<file path="src/rtl/uart_mmio.sv">
// uart_mmio: memory-mapped 8N1 UART with STAT/RX/TX registers, TX/RX FIFOs,
// a serial transmitter and a synchronised serial receiver.
module uart_mmio #(
  parameter int CLKDIV  = 16,
  parameter int FIFO_LG = 3
) (
  input  logic        clk,
  input  logic        rst,
  input  logic        bus_req,
  input  logic        bus_we,
  input  logic [1:0]  bus_addr,
  input  logic [3:0]  bus_wmask,
  input  logic [31:0] bus_wdata,
  output logic        bus_resp,
  output logic [31:0] bus_rdata,
  output logic        uart_tx,
  input  logic        uart_rx
);

  localparam int DEPTH = 1 << FIFO_LG;
  localparam int BW    = (CLKDIV > 1) ? $clog2(CLKDIV) : 1;

  localparam logic [BW-1:0]    BAUD_FULL = BW'(CLKDIV - 1);
  localparam logic [BW-1:0]    BAUD_HALF = BW'(CLKDIV / 2 - 1);
  localparam logic [BW-1:0]    BAUD_ZERO = {BW{1'b0}};
  localparam logic [BW-1:0]    BAUD_ONE  = {{(BW - 1){1'b0}}, 1'b1};
  localparam logic [FIFO_LG:0] PTR_ONE   = {{FIFO_LG{1'b0}}, 1'b1};

  localparam logic [1:0] ADDR_STAT = 2'd0;
  localparam logic [1:0] ADDR_RX   = 2'd1;
  localparam logic [1:0] ADDR_TX   = 2'd2;

  typedef enum logic [1:0] {
    ST_IDLE  = 2'd0,
    ST_START = 2'd1,
    ST_DATA  = 2'd2,
    ST_STOP  = 2'd3
  } uart_st_e;

  // Bus response registers and sticky flags
  logic        resp_q, resp_d;
  logic [31:0] rdata_q, rdata_d;
  logic        ovr_q, ovr_d;
  logic        ferr_q, ferr_d;

  // TX FIFO
  logic [7:0]       tx_mem_q [DEPTH];
  logic [7:0]       tx_mem_d [DEPTH];
  logic [FIFO_LG:0] tx_wptr_q, tx_wptr_d, tx_rptr_q, tx_rptr_d;

  // RX FIFO
  logic [7:0]       rx_mem_q [DEPTH];
  logic [7:0]       rx_mem_d [DEPTH];
  logic [FIFO_LG:0] rx_wptr_q, rx_wptr_d, rx_rptr_q, rx_rptr_d;

  // TX engine
  uart_st_e    tx_state_q, tx_state_d;
  logic [7:0]  tx_shift_q, tx_shift_d;
  logic [2:0]  tx_bit_q, tx_bit_d;
  logic [BW-1:0] tx_baud_q, tx_baud_d;
  logic        tx_line_q, tx_line_d;

  // RX engine
  logic [1:0]  rx_sync_q, rx_sync_d;
  uart_st_e    rx_state_q, rx_state_d;
  logic [7:0]  rx_shift_q, rx_shift_d;
  logic [2:0]  rx_bit_q, rx_bit_d;
  logic [BW-1:0] rx_baud_q, rx_baud_d;

  // Combinational status and handshakes
  logic tx_empty_s, tx_full_s, tx_idle_empty_s, rx_empty_s, rx_full_s;
  logic rd_stat_s, rd_rx_s, wr_tx_s;
  logic tx_push_s, tx_pop_s, rx_push_s, rx_pop_s;
  logic ovr_set_s, ferr_set_s, rx_bit_s;
  logic [7:0] tx_head_s, rx_head_s;
  logic unused_s;

  assign tx_empty_s = (tx_wptr_q == tx_rptr_q);
  assign tx_full_s  = (tx_wptr_q[FIFO_LG] != tx_rptr_q[FIFO_LG]) &&
                      (tx_wptr_q[FIFO_LG-1:0] == tx_rptr_q[FIFO_LG-1:0]);
  assign rx_empty_s = (rx_wptr_q == rx_rptr_q);
  assign rx_full_s  = (rx_wptr_q[FIFO_LG] != rx_rptr_q[FIFO_LG]) &&
                      (rx_wptr_q[FIFO_LG-1:0] == rx_rptr_q[FIFO_LG-1:0]);
  assign tx_idle_empty_s = tx_empty_s && (tx_state_q == ST_IDLE);
  assign tx_head_s  = tx_mem_q[tx_rptr_q[FIFO_LG-1:0]];
  assign rx_head_s  = rx_mem_q[rx_rptr_q[FIFO_LG-1:0]];
  assign rx_bit_s   = rx_sync_q[1];

  assign rd_stat_s = bus_req && !bus_we && (bus_addr == ADDR_STAT);
  assign rd_rx_s   = bus_req && !bus_we && (bus_addr == ADDR_RX);
  assign wr_tx_s   = bus_req &&  bus_we && (bus_addr == ADDR_TX) && bus_wmask[0];
  assign rx_pop_s  = rd_rx_s && !rx_empty_s;
  // A pop by the transmitter in the same cycle frees the slot for the write.
  assign tx_push_s = wr_tx_s && (!tx_full_s || tx_pop_s);

  // Only the low byte lane carries data; the framing flag is a debug-only sticky bit.
  assign unused_s = ^{bus_wdata[31:8], bus_wmask[3:1], ferr_q};

  assign bus_resp  = resp_q;
  assign bus_rdata = rdata_q;
  assign uart_tx   = tx_line_q;

  // Register read mux, response strobe and overrun flag update (set beats clear)
  always_comb begin
    resp_d  = bus_req;
    rdata_d = 32'h0000_0000;
    if (rd_stat_s) begin
      rdata_d = {27'h000_0000, ovr_q, tx_full_s, tx_idle_empty_s, rx_full_s, rx_empty_s};
    end else if (rx_pop_s) begin
      rdata_d = {24'h00_0000, rx_head_s};
    end else begin
      rdata_d = 32'h0000_0000;
    end
    if (ovr_set_s) begin
      ovr_d = 1'b1;
    end else if (rd_stat_s) begin
      ovr_d = 1'b0;
    end else begin
      ovr_d = ovr_q;
    end
    ferr_d = ferr_q | ferr_set_s;
  end

  // Bus-side registers
  always_ff @(posedge clk or negedge rst) begin
    if (!rst) begin
      resp_q  <= 1'b0;
      rdata_q <= 32'h0000_0000;
      ovr_q   <= 1'b0;
      ferr_q  <= 1'b0;
    end else begin
      resp_q  <= resp_d;
      rdata_q <= rdata_d;
      ovr_q   <= ovr_d;
      ferr_q  <= ferr_d;
    end
  end

  // FIFO storage and pointer next-state for both directions
  always_comb begin
    tx_mem_d = tx_mem_q;
    rx_mem_d = rx_mem_q;
    if (tx_push_s) begin
      tx_mem_d[tx_wptr_q[FIFO_LG-1:0]] = bus_wdata[7:0];
      tx_wptr_d = tx_wptr_q + PTR_ONE;
    end else begin
      tx_wptr_d = tx_wptr_q;
    end
    if (tx_pop_s) begin
      tx_rptr_d = tx_rptr_q + PTR_ONE;
    end else begin
      tx_rptr_d = tx_rptr_q;
    end
    if (rx_push_s) begin
      rx_mem_d[rx_wptr_q[FIFO_LG-1:0]] = rx_shift_q;
      rx_wptr_d = rx_wptr_q + PTR_ONE;
    end else begin
      rx_wptr_d = rx_wptr_q;
    end
    if (rx_pop_s) begin
      rx_rptr_d = rx_rptr_q + PTR_ONE;
    end else begin
      rx_rptr_d = rx_rptr_q;
    end
  end

  // FIFO registers
  always_ff @(posedge clk or negedge rst) begin
    if (!rst) begin
      tx_mem_q  <= '{default: 8'h00};
      rx_mem_q  <= '{default: 8'h00};
      tx_wptr_q <= {(FIFO_LG + 1){1'b0}};
      tx_rptr_q <= {(FIFO_LG + 1){1'b0}};
      rx_wptr_q <= {(FIFO_LG + 1){1'b0}};
      rx_rptr_q <= {(FIFO_LG + 1){1'b0}};
    end else begin
      tx_mem_q  <= tx_mem_d;
      rx_mem_q  <= rx_mem_d;
      tx_wptr_q <= tx_wptr_d;
      tx_rptr_q <= tx_rptr_d;
      rx_wptr_q <= rx_wptr_d;
      rx_rptr_q <= rx_rptr_d;
    end
  end

  // Transmitter: start, 8 data bits LSB first, stop; chains straight into the next byte
  always_comb begin
    tx_state_d = tx_state_q;
    tx_shift_d = tx_shift_q;
    tx_bit_d   = tx_bit_q;
    tx_baud_d  = tx_baud_q;
    tx_line_d  = tx_line_q;
    tx_pop_s   = 1'b0;
    case (tx_state_q)
      ST_IDLE: begin
        if (!tx_empty_s) begin
          tx_pop_s   = 1'b1;
          tx_shift_d = tx_head_s;
          tx_state_d = ST_START;
          tx_baud_d  = BAUD_FULL;
          tx_line_d  = 1'b0;
        end else begin
          tx_line_d  = 1'b1;
        end
      end
      ST_START: begin
        if (tx_baud_q == BAUD_ZERO) begin
          tx_state_d = ST_DATA;
          tx_baud_d  = BAUD_FULL;
          tx_bit_d   = 3'd0;
          tx_line_d  = tx_shift_q[0];
        end else begin
          tx_baud_d  = tx_baud_q - BAUD_ONE;
        end
      end
      ST_DATA: begin
        if (tx_baud_q == BAUD_ZERO) begin
          tx_baud_d = BAUD_FULL;
          if (tx_bit_q == 3'd7) begin
            tx_state_d = ST_STOP;
            tx_line_d  = 1'b1;
          end else begin
            tx_bit_d   = tx_bit_q + 3'd1;
            tx_shift_d = {1'b0, tx_shift_q[7:1]};
            tx_line_d  = tx_shift_q[1];
          end
        end else begin
          tx_baud_d = tx_baud_q - BAUD_ONE;
        end
      end
      ST_STOP: begin
        if (tx_baud_q == BAUD_ZERO) begin
          if (!tx_empty_s) begin
            tx_pop_s   = 1'b1;
            tx_shift_d = tx_head_s;
            tx_state_d = ST_START;
            tx_baud_d  = BAUD_FULL;
            tx_line_d  = 1'b0;
          end else begin
            tx_state_d = ST_IDLE;
            tx_line_d  = 1'b1;
          end
        end else begin
          tx_baud_d = tx_baud_q - BAUD_ONE;
        end
      end
      default: begin
        tx_state_d = ST_IDLE;
        tx_line_d  = 1'b1;
      end
    endcase
  end

  // Transmitter registers; the line flop resets high so reset forces the idle level
  always_ff @(posedge clk or negedge rst) begin
    if (!rst) begin
      tx_state_q <= ST_IDLE;
      tx_shift_q <= 8'h00;
      tx_bit_q   <= 3'd0;
      tx_baud_q  <= BAUD_ZERO;
      tx_line_q  <= 1'b1;
    end else begin
      tx_state_q <= tx_state_d;
      tx_shift_q <= tx_shift_d;
      tx_bit_q   <= tx_bit_d;
      tx_baud_q  <= tx_baud_d;
      tx_line_q  <= tx_line_d;
    end
  end

  // Receiver: mid-bit sampling after a validated start bit, push or flag at the stop sample
  always_comb begin
    rx_sync_d  = {rx_sync_q[0], uart_rx};
    rx_state_d = rx_state_q;
    rx_shift_d = rx_shift_q;
    rx_bit_d   = rx_bit_q;
    rx_baud_d  = rx_baud_q;
    rx_push_s  = 1'b0;
    ovr_set_s  = 1'b0;
    ferr_set_s = 1'b0;
    case (rx_state_q)
      ST_IDLE: begin
        if (!rx_bit_s) begin
          rx_state_d = ST_START;
          rx_baud_d  = BAUD_HALF;
        end else begin
          rx_state_d = ST_IDLE;
        end
      end
      ST_START: begin
        if (rx_baud_q == BAUD_ZERO) begin
          if (!rx_bit_s) begin
            rx_state_d = ST_DATA;
            rx_baud_d  = BAUD_FULL;
            rx_bit_d   = 3'd0;
          end else begin
            rx_state_d = ST_IDLE;
          end
        end else begin
          rx_baud_d = rx_baud_q - BAUD_ONE;
        end
      end
      ST_DATA: begin
        if (rx_baud_q == BAUD_ZERO) begin
          rx_shift_d = {rx_bit_s, rx_shift_q[7:1]};
          rx_baud_d  = BAUD_FULL;
          if (rx_bit_q == 3'd7) begin
            rx_state_d = ST_STOP;
          end else begin
            rx_bit_d   = rx_bit_q + 3'd1;
          end
        end else begin
          rx_baud_d = rx_baud_q - BAUD_ONE;
        end
      end
      ST_STOP: begin
        if (rx_baud_q == BAUD_ZERO) begin
          rx_state_d = ST_IDLE;
          if (rx_bit_s) begin
            // A same-cycle bus pop makes room, so it is not an overrun.
            if (!rx_full_s || rx_pop_s) begin
              rx_push_s = 1'b1;
            end else begin
              ovr_set_s = 1'b1;
            end
          end else begin
            ferr_set_s = 1'b1;
          end
        end else begin
          rx_baud_d = rx_baud_q - BAUD_ONE;
        end
      end
      default: begin
        rx_state_d = ST_IDLE;
      end
    endcase
  end

  // Receiver registers including the two-flop synchroniser (idle-high reset)
  always_ff @(posedge clk or negedge rst) begin
    if (!rst) begin
      rx_sync_q  <= 2'b11;
      rx_state_q <= ST_IDLE;
      rx_shift_q <= 8'h00;
      rx_bit_q   <= 3'd0;
      rx_baud_q  <= BAUD_ZERO;
    end else begin
      rx_sync_q  <= rx_sync_d;
      rx_state_q <= rx_state_d;
      rx_shift_q <= rx_shift_d;
      rx_bit_q   <= rx_bit_d;
      rx_baud_q  <= rx_baud_d;
    end
  end

endmodule

</file>
<file path="config.mk">
export PLATFORM = sky130hd
export DESIGN_NAME = uart_mmio
export DESIGN_NICKNAME = d
export VERILOG_FILES = /design/src/rtl/uart_mmio.sv
export SDC_FILE = /design/constraint.sdc
export NUM_CORES = 1
export LEC_CHECK = 0
export ABC_AREA = 0
export CORE_ASPECT_RATIO = 1.2
export CORE_MARGIN = 10
export CORE_UTILIZATION = 40
export CTS_CLUSTER_DIAMETER = 100
export DETAILED_ROUTE_END_ITERATION = 12
export PLACE_DENSITY = 0.72
export SYNTH_ARGS = -nofsm -noshare
export SYNTH_HDL_FRONTEND = slang
export SYNTH_SLANG_ARGS = --single-unit
</file>
<file path="constraint.sdc">
create_clock -name clk -period 2.4 [get_ports clk]
set_input_delay 0.24 -clock clk [delete_from_list [all_inputs] [get_ports clk]]
set_output_delay 0.24 -clock clk [all_outputs]
set_load 0.005 [all_outputs]
</file>
# [Word-level counts from Yosys, hierarchy flattened]
# Cells that the tools add are included.
[totals] reg_bits=215 out_inout_bits=34 in_bits=43
[op_classes] n_mux=71 n_reduce_logical=37 magnitude_cmp=6 bitwise=4 eq_ne=31 n_addsub=8
[ops] op="$bwmux 64" n=2
[ops] op="$mux 8" n=11
[ops] op="$bmux 8 s3" n=2
[ops] op="$demux 8 s3" n=2
[ops] op="$mux 32" n=1
[ops] op="$mux 4" n=8
[ops] op="$ne 2x2->1 const B" n=14
[ops] op="$pmux 8 s3" n=1
[ops] op="$mux 3" n=7
[ops] op="$mux 2" n=10
[ops] op="$mux 1" n=19
[ops] op="$add 4x1->4 const B" n=4
[ops] op="$ge 4x4->1 const B" n=4
[ops] op="$not 3->4" n=4
[ops] op="$pmux 2 s4" n=2
[ops] op="$pmux 4 s4" n=1
[ops] op="$logic_and 1x1->1" n=13
[ops] op="$pmux 3 s2" n=2
[ops] op="$pmux 4 s3" n=1
[ops] op="$reduce_and 4->1" n=3
[ops] op="$eq 2x2->1 const B" n=5
[ops] op="$reduce_and 5->1" n=2
[ops] op="$eq 4x4->1" n=2
[ops] op="$logic_not 4->1" n=2
[ops] op="18 further kinds" n=35

# [Depth between registers and ports, before layout]
# Gate-level depths: netlist (run 1).
[depth] depth_word=10 ltp_mapped=8 mapped_depth_nobuf=6

# [Worst setup path before layout (run 1)]
# Ideal clock, no wire load.
[synth_timing] kind="reg-to-reg" start="register tx_state_q[0]" end="register tx_mem_q[40] in the netlist's numbering" path_stages_with_launch=8 setup_ns=0.125 arrival_ns=2.315 path_slack_ns=-0.040 required_time_ns=2.275 period_less_slack_ns=2.440 path_cell_list="dfrtp_1 inv_1 ha_1 clkbuf_1 o21bai_2 buf_6 a2111oi_4 mux2_2"
[synth_between] elab_chain_cells=4 word_cells_on_any_way=5 cone_classes="eq/ne (1); mux (1); reduce/logical (3)"
[synth_rtl] item="start: declaration" line_no="57" text="uart_st_e tx_state_q, tx_state_d;"
[synth_rtl] item="start signal: assignment" line_no="263" text="tx_state_q <= tx_state_d;"
[synth_rtl] item="$eq 2x2->1 or $logic_not 2->1 (tied branches)" line_no="194" text="case (tx_state_q)"
[synth_rtl] item="$pmux 1 s2 *" line_no="194"
[synth_rtl] item="$logic_or 1x1->1 *" line_no="94" text="assign tx_push_s = wr_tx_s && (!tx_full_s || tx_pop_s);"
[synth_rtl] item="$logic_and 1x1->1 *" line_no="94"
[synth_rtl] item="end signal: assignment" line_no="177" text="tx_mem_q <= tx_mem_d;"
[synth_rtl] item="end: declaration" line_no="47" text="logic [7:0] tx_mem_q [DEPTH];"
# Every way passes the cells marked *; elsewhere a longest branch is shown, timed or not.
# A chain may end at the register's enable or synchronous reset.

# [Final worst setup path (run 1)]
[layout_timing] start="register rx_baud_q[0]" end="register rx_mem_q[43] in the netlist's numbering"
[layout_between] elab_chain_cells=3
[layout_rtl] item="start: declaration" line_no="68" text="logic [BW-1:0] rx_baud_q, rx_baud_d;"
[layout_rtl] item="start signal: assignment" line_no="352" text="rx_baud_q <= rx_baud_d;"
[layout_rtl] item="$logic_not 4->1" line_no="317" text="if (rx_baud_q == BAUD_ZERO) begin"
[layout_rtl] item="$mux 1" line_no="317"
[layout_rtl] item="$mux 1" line_no="281" text="case (rx_state_q)"
[layout_rtl] item="end signal: assignment" line_no="178" text="rx_mem_q <= rx_mem_d;"
[layout_rtl] item="end: declaration" line_no="52" text="logic [7:0] rx_mem_q [DEPTH];"
# Every way passes these cells.

==> results_dict.tcl, run 1 <==
set metrics [dict create \
    worstPathMaxFanout 8 \
    required_ns 2.71 \
    die_area_sq_um 30400 \
    fin_crit_sh 0.968 \
    critPathBufInv 1 \
    ctsHtreeMaxLevel 4 \
    antenna_found_initial 0 \
    fin_setup_tns_ns 0 \
    max_slew_margin 0.418 \
    ys_ff_latch 191 \
    yosys_warnings 0 \
    vias 5663 \
    insertion_delay_ns 0.44 \
    tightest_slew_ns 0.864 \
    diodes 0 \
    critical_path.max_stage_delay_ns 0.44 \
    gp_congestion 0.803 \
    clock_path_buffers 2 \
    worst-endpoint-arrival_ns 2.64 \
    vias_per_cell 5.26 \
    ys.flop_type "dfrtp_1" \
    p_sw_mw 2.62 \
    drt_iter0_drc 255 \
    synthMuxAreaShare 0.265 \
    final-seq-area_sq_um 4780 \
    grt_pass1_vias 5982 \
    grt_max_degree 83 \
    core.rowCount 61 \
    synth_cell_types 66 \
    wl_per_cell_um 17.8 \
    layout-drive-gt1-share 0.389 \
    finish.utilization 0.477 \
    grt-ovfl-total 0 \
    final_antenna_net_count 0 \
    cpMaxStageDelayCell "and3_1" \
    power_density_nw_per_um2 761 \
    ys_async_sr_fraction 1.00 \
    drtPass1Iterations 5 \
    holdCritPathClass "in -> reg" \
    cts_tree "done" \
    ys_seq_area_frac 0.502 \
    die_w_um 161 \
    drc_errors 0 \
    synth_edf_count 0 \
    syn_inst 680 \
    initial_utilization 0.408 \
    clkSinkCount 191 \
    crit_family "simple AND/OR/NAND/NOR gates" \
    outcome "completed" \
    cts-root-buf "clkbuf_16" \
    synthTopCellsByArea "dfrtp_1, mux2_2, mux4_2" \
    io_buffers 25 \
    cts_made_buffers 17 \
    critPathLaunchType "flop" \
    netlist_area_sq_um 9530 \
    combinationalPowerShare 0.212 \
    setup.worst_path.end_class "flop" \
    postRouteWirelength_um 19200 \
    nets 811 \
    min_period_ns 2.32 \
    fmax_ghz 0.430 \
    finalHoldViolCount 0 \
    clk_pin_slew_ns 0.07 \
    power.leakage_nw 5.04 \
    yosysTopAreaCellShare 0.494 \
    path_cells "inv_1 -> ha_1 -> nor3b_2 -> and3_1 -> o2111ai_2 -> mux2_2" \
    die_h_um 189 \
    fillerInstances 2080 \
    synth-compound-area-share 0.0864 \
    synth_common_cells "dfrtp_1, mux2_2, mux4_2" \
    drv_cap 0 \
    synthAdderAreaFrac 0.0263 \
    ios 77 \
    swShare 0.308 \
    grt_pass1_wl_um 31900 \
    syn2layout_area_growth_pct 17.0 \
    hpwl_um 13200 \
    drv_slew 0 \
    synth_top_family_by_area "multiplexers" \
    synthSimpleGateAreaFrac 0.0534 \
    peakVddDrop_uv 443 \
    syn_avg_cell_area_sq_um 14.0 \
    synth.most_common_cell "dfrtp_1" \
    crit_type "reg -> reg" \
    rsz0062_at_grt "yes" \
    multi_input_area_sq_um 4440 \
    synth_xor_area_frac 0.0230 \
    clock_skew_ns 0.0147 \
    coreArea_sq_um 23400 \
    power.share.clock 0.341 \
    p_int_mw 5.87 \
    grt_usage 0.129 \
    setup_viol 0 \
    p_seq_frac 0.447 \
    yosysTopAreaCell "dfrtp_1" \
]
==> worst paths after layout <==
check | end | cells after the start | from | slack [ns]
worst min register to register | rx_sync_q[1] | 0 | rx_sync_q[0] | 0.36
worst max-delay path | rx_mem_q[43] | 6 | rx_baud_q[0] | 0.08
worst min-delay path | rx_sync_q[0] | 1 | uart_rx | 0.22
max in group asynchronous | rx_sync_q[1] | 3 | rst | 1.24
worst max register to register | rx_mem_q[43] | 6 | rx_baud_q[0] | 0.08
min in group asynchronous | tx_baud_q[3] | 2 | rst | 0.38
==> sequential cells by signal, indices dropped and copies added, names as in the netlist, 4 cells and up, named ones only <==
register,cells
rx_baud_q,4
tx_rptr_q,4
rx_shift_q,8
tx_shift_q,8
rx_wptr_q,4
tx_baud_q,4
tx_wptr_q,4
tx_mem_q,64
bus_rdata,8
rx_rptr_q,4
rx_mem_q,64
==> placed cells by master, fill, tap and decap left out, types with 9 or more instances in the layout <==
cell type and count:
dfrtp_1 188, clkbuf_16 17, clkdlybuf4s50_1 24, nor2_1 21
buf_4 47, inv_1 20, ha_1 20, nand2_1 14
mux2i_1 19, o21ai_0 15, buf_12 11, mux2_2 142
conb_1 24, xnor2_1 9, a21oi_1 11, mux4_2 32
xor2_1 16
==> routing by layer <==
layer | vias to the layer above | share of wire | wire, um | track usage
met5 | - | 0 | 0 | 0
met4 | 0 | 0.0089 | 170 | 0.0350
met3 | 13 | 0.032 | 621 | 0.0263
met2 | 85 | 0.53 | 10100 | 0.228
met1 | 2948 | 0.43 | 8280 | 0.156
li1 | 2617 | - | - | -
==> cell families (layout without fill, tap and decap cells) <==
kind of cell	after synthesis	count (layout)
other	1	24
XOR/XNOR	25	25
adder cells (fa/ha/maj)	20	20
multiplexers	194	194
AO/OA/AOI/OAI	85	85
buffers and inverters	78	136
flip-flops	191	191
AND/OR/NAND/NOR	86	86
==> layout make-up <==
class | count | share of cell area
clock buffer | 18 | 0.0385
clock inverter | 14 | 0.0169
inverter | 20 | 0.00673
multi-input combinational | 434 | 0.399
sequential | 191 | 0.429
tap | 315 | 0.0353
timing repair buffer | 84 | 0.0751
==> what timing repair did <==
item                                    4_1_cts  5_1_grt
resized for setup                             1        1
hold endpoints to repair                     76        0
buffers inserted                              0        0
endpoints found under the setup margin        3       17
hold buffers                                  1        0
gates cloned                                  0        0
==> power by group through the flow <==
stage,Combinational (mW),Clock (mW),Sequential [mW]
after floorplan,1.37,0,3.76
after global placement,1.77,0,3.84
after detailed placement,1.80,0,3.86
after CTS,1.82,2.98,3.79
after global routing,1.97,3.13,3.84
final,1.80,2.90,3.79
==> stage by stage <==
stage	hold WS, ns	power [mW]	cells	cell area (sq um)	setup WS, ns
5_1_grt	0.210	8.93	1076	11200	-0.0676
3_5_place_dp	0.339	5.66	1043	10500	-0.0281
6_report	0.219	8.49	1076	11200	0.0770
3_3_place_gp	0.338	5.61	1043	10500	0.00376
4_1_cts	0.200	8.59	1076	11200	0.0467
2_1_floorplan	-0.0556	5.13	703	9620	0.0127
Note: power is estimated with default switching activity, not from simulation.
==> run 2, diff against run 1 <==
GPL_TIMING_DRIVEN = 0   (was default)
==> run 2 against run 1 <==
Effect of this change: clock power decreased by 4%; die area is the same; total power is 0.96% lower; register-to-register slack is essentially flat; fmax hardly changed; non-clock buffer count increased by 18; hold slack improved by 0.012 ns; wire length grew 0.89%; sequential share of layout area fell by 0.43 points; critical endpoint is now tx_mem_q[45]; largest cell class unchanged; largest power group unchanged; highest routed layer unchanged.
==> results_dict.tcl, run 2 (synthesis gave the netlist of run 1 again) <==
set metrics [dict create \
    worst_r2r_endpoint "tx_mem_q[45]" \
    holdCritPathClass "in -> reg" \
    grt_usage 0.129 \
    grt-ovfl-total 0 \
    dpl_worst_slack_ns -0.523 \
    whs_endpoint "rx_sync_q[0]" \
    required_ns 2.70 \
    syn2layout_area_growth_pct 18.2 \
    diodes 0 \
    die_area_sq_um 30400 \
    hold_depth 1 \
    fin_crit_sh 0.969 \
    ios 77 \
    layout_commonest_cell "dfrtp_1" \
    r2r_cells 8 \
    drtPass1Iterations 5 \
    final_antenna_net_count 0 \
    rsz0062_at_grt "yes" \
    outcome "completed" \
    hpwl_um 12600 \
    clkSinkCount 191 \
    finish.utilization 0.482 \
    vias_per_cell 5.24 \
    io_buffers 25 \
    wl_per_cell_um 17.7 \
    drt_iter0_drc 237 \
    mostFrequentLayoutCells "dfrtp_1, mux2_2, buf_4" \
    hp-start "uart_rx" \
    gp_congestion 0.769 \
    clk_pin_slew_ns 0.07 \
    cts_tree "done" \
    drc_errors 0 \
    drv_cap 0 \
    finalHoldViolCount 0 \
    antenna_found_initial 0 \
    layout-drive-gt1-share 0.388 \
    setup_viol 0 \
    grt_pass1_wl_um 31800 \
    r2r-start "tx_state_q[0]" \
    grt_pass1_vias 6016 \
    cts_made_buffers 17 \
    max_slew_margin 0.377 \
    nets 829 \
    power.leakage_nw 5.06 \
    fmax_ghz 0.430 \
    grt_max_degree 102 \
    core.rowCount 61 \
    worst_hold_slack_ns 0.231 \
    postRouteWirelength_um 19300 \
    die_h_um 189 \
    critPathLaunchType "flop" \
    tightest_slew_ns 0.927 \
    reg.largest.list "rx_mem_q x64, tx_mem_q x64" \
    setup.worst_path.end_class "flop" \
    clock_skew_ns 0.0120 \
    min_period_ns 2.32 \
    die_w_um 161 \
    coreArea_sq_um 23400 \
    drv_slew 0 \
    worstPathMaxFanout 10 \
    crit_type "reg -> reg" \
    vias 5738 \
    reg2reg_slack_ns 0.08 \
    insertion_delay_ns 0.43 \
    peakVddDrop_uv 501 \
    initial_utilization 0.408 \
    cts-root-buf "clkbuf_16" \
    power_density_nw_per_um2 746 \
    fin_ws_ns 0.0752 \
    ctsHtreeMaxLevel 4 \
    clock_path_buffers 2 \
    worst-endpoint-arrival_ns 2.63 \
]
-- run 2: changes by cell type in the layout (fill, tap and decap cells not counted), moves of 7 or more --
cell	before	now
buf_2	0	7
buf_4	47	38
buf_1	0	7
clkbuf_1	1	9
-- run 2: worst max path at each step --
stage | to | startpoint | cells past startpoint
CTS | rx_mem_q[44] | rx_baud_q[0] | 7
finish | tx_mem_q[45] | tx_state_q[0] | 8
floorplan | tx_mem_q[40] | tx_state_q[0] | 7
global route | rx_mem_q[55] | rx_baud_q[0] | 7
global placement | rx_mem_q[23] | rst | 1
detailed placement | tx_mem_q[63] | tx_state_q[0] | 7
-- run 2: where the power goes --
group | internal (mW) | switching, mW | total (mW)
registers | 3.53 | 0.240 | 3.77
logic | 0.829 | 1.04 | 1.87
clock network | 1.42 | 1.35 | 2.77
-- run 2: per-stage QoR --
stage	cell area, sq um	instances	total power, mW	setup TNS, ns
6_report	11300	1094	8.41	0
5_1_grt	11300	1094	8.84	-0.0218
4_1_cts	11100	1090	8.39	-7.82
3_5_place_dp	10300	1044	5.58	-43.58
3_3_place_gp	10300	1043	5.52	-1367.36
2_1_floorplan	9620	703	5.13	0
-- run 2: cell type report --
| class | instances | area (sq um) |
|---|---|---|
| multi-input combinational | 434 | 4530 |
| clock inverter | 14 | 148 |
| fill | 2064 | 12100 |
| clock buffer | 18 | 439 |
| sequential | 191 | 4780 |
| inverter | 20 | 75.1 |
| timing repair buffer | 46 | 548 |
| buffer | 56 | 352 |
| tap | 315 | 394 |
-- run 2: repair_timing --
action,4_1_cts,5_1_grt
cloned,0,0
buffers inserted,14,5
resized for setup,6,18
hold buffers,1,0
pin swaps,11,6
endpoints found under the hold margin,89,0
setup endpoints to repair,136,101
-- run 2: routing by layer --
layer  up-vias  global-route usage  routed length [um]
met4         0              0.0413                 294
met1      2975               0.155                8540
met2        89               0.225                9970
met5         -                   0                   0
li1       2655                   -                   -
met3        19              0.0250                 540
-- run 2: critical path: stages (launching register included) --
cell and delay [ns]:
dfrtp_1 0.42, ha_1 0.17, buf_4 0.16, and4bb_2 0.28, o21bai_4 0.12, buf_6 0.19, a2111oi_4 0.35, buf_12 0.19
mux2_2 0.33
==> run 3, diff against run 2 <==
ABC_CLOCK_PERIOD_IN_PS = 2230   (was default)
PLACE_DENSITY = 0.69   (was 0.72)
clock period = 2.23 ns   (was 2.4 ns; I/O delays follow)
==> run 3 against run 2 <==
Effect of this change: via count rose by 2.7%; die area did not move; register-to-register slack got worse by 0.07 ns; critical endpoint is now tx_mem_q[63]; combinational power rose by 17%; non-clock buffer count rose by 23; total power rose by 12%; final area rose by 4.7%; clock power rose by 13%; global-route usage rose by 0.64 points; critical path depth rose by 1; setup slack got worse by 0.070 ns; sequential power rose by 8.2%.
==> results_dict.tcl, run 3 (synthesis gave the netlist of run 1 again) <==
set metrics [dict create \
    drv_slew 0 \
    r2r-start "tx_baud_q[0]" \
    critical_path_depth 9 \
    outcome "completed" \
    die_w_um 161 \
    antenna_found_initial 0 \
    rsz0062_at_grt "yes" \
    critPathBufInv 4 \
    worstPathMaxFanout 6 \
    grt-ovfl-total 0 \
    clock_path_buffers 2 \
    drt_iter0_drc 339 \
    critical_path.max_stage_delay_ns 0.39 \
    finalHoldViolCount 0 \
    min_period_ns 2.23 \
    crit_end "tx_mem_q[63]" \
    grt_usage 0.135 \
    r2r_cells 9 \
    coreArea_sq_um 23400 \
    clk_pin_slew_ns 0.08 \
    fin_setup_tns_ns 0 \
    syn2layout_area_growth_pct 23.8 \
    worst-endpoint-arrival_ns 2.54 \
    postRouteWirelength_um 20500 \
    place_area_sq_um 10300 \
    initial_utilization 0.408 \
    tightest_slew_ns 0.880 \
    vias_per_cell 5.27 \
    diodes 0 \
    critPathLaunchType "flop" \
    ctsHtreeMaxLevel 4 \
    drv_cap 0 \
    hpwl_um 12500 \
    drtPass1Iterations 7 \
    cts-root-buf "clkbuf_16" \
    drc_errors 0 \
    cts_tree "done" \
    holdCritPathClass "in -> reg" \
    insertion_delay_ns 0.44 \
    path_cells "inv_2 -> ha_4 -> and4bb_2 -> o21bai_4 -> buf_6 -> buf_6 -> a211oi_4 -> buf_12 -> mux2_4" \
    vias 5891 \
    hp-start "uart_rx" \
    mostFrequentLayoutCells "dfrtp_1, mux2_2, buf_4" \
    grt_max_degree 115 \
    cpMaxStageDelayCell "dfrtp_1" \
    gp_congestion 0.784 \
    dpl_worst_slack_ns -0.633 \
    power_density_nw_per_um2 798 \
    layout_commonest_cell "dfrtp_1" \
    ios 77 \
    die_h_um 189 \
    crit_family "buffers and inverters" \
    crit_top_cell "buf_6" \
    clock_skew_ns 0.0208 \
    reg2reg_slack_ns 0.005 \
    fin_ws_ns 0.00493 \
    grt_pass1_vias 6125 \
    worstSetupStartpoint "tx_baud_q[0]" \
    cts_made_buffers 17 \
    worst_r2r_endpoint "tx_mem_q[63]" \
    setup.worst_path.end_class "flop" \
    fmax_ghz 0.449 \
    fin_crit_sh 0.998 \
    final_area_sq_um 11800 \
    reg.largest.list "rx_mem_q x64, tx_mem_q x64" \
    power.leakage_nw 5.28 \
    nets 852 \
    setup_viol 0 \
    clkSinkCount 191 \
    layout-drive-gt1-share 0.425 \
    crit_type "reg -> reg" \
    peakVddDrop_uv 525 \
    io_buffers 25 \
    final_antenna_net_count 0 \
    required_ns 2.55 \
    wl_per_cell_um 18.4 \
    max_slew_margin 0.414 \
    grt_pass1_wl_um 33500 \
    core.rowCount 61 \
    die_area_sq_um 30400 \
]
## run 3: report_power, final
| group | internal [mW] | total [mW] | switching [mW] |
|---|---|---|---|
| clock | 1.56 | 3.14 | 1.59 |
| combinational | 1.00 | 2.19 | 1.19 |
| sequential | 3.80 | 4.08 | 0.274 |
| total | 6.36 | 9.41 | 3.05 |
## run 3: stage by stage
step | total power, mW | hold WS (ns) | util | cells
floorplan | 5.52 | -0.0726 | - | 703
global placement | 5.96 | 0.348 | 0.441 | 1043
detailed placement | 6.00 | 0.242 | 0.442 | 1044
CTS | 9.36 | 0.170 | 0.492 | 1107
global route | 9.91 | 0.181 | 0.505 | 1117
finish | 9.41 | 0.195 | 0.505 | 1117
## run 3: worst min path at each step
stage,end,cells after the start
detailed placement,tx_baud_q[2],1
global placement,rx_sync_q[1],0
finish,rx_sync_q[0],1
CTS,rx_sync_q[0],1
global route,rx_sync_q[0],1
floorplan,async pin,0
## run 3: worst reg2reg max path, cell delays in order (launching register included)
cell and delay (ns):
dfrtp_1 0.39, inv_2 0.10, ha_4 0.16, and4bb_2 0.28, o21bai_4 0.09, buf_6 0.16, buf_6 0.12, a211oi_4 0.32
buf_12 0.18, mux2_4 0.31
## run 3: timing repair
item / in CTS / in global routing
pin swaps: 19 / 19
endpoints found under the hold margin: 76 / 0
setup buffers: 31 / 13
setup endpoints to repair: 145 / 137
hold buffers: 1 / 0
gates resized for setup: 59 / 45
## run 3: final cells by class
class / count / area, sq um
plain buffers: 54 / 352
well taps: 315 / 394
fillers: 1983 / 11600
clock buffers: 17 / 425
inverters: 20 / 75.1
clock inverters: 15 / 200
multi-input cells: 434 / 4810
repair buffers: 71 / 757
flip-flops and latches: 191 / 4780
## run 3: metal layers
layer | routed length [um] | vias to the layer above | GRT usage | part of all wire
li1 | - | 2695 | - | -
met2 | 10300 | 86 | 0.220 | 0.50
met1 | 9220 | 3080 | 0.176 | 0.45
met3 | 594 | 30 | 0.0252 | 0.029
met4 | 397 | 0 | 0.0477 | 0.019
met5 | 0 | - | 0 | 0
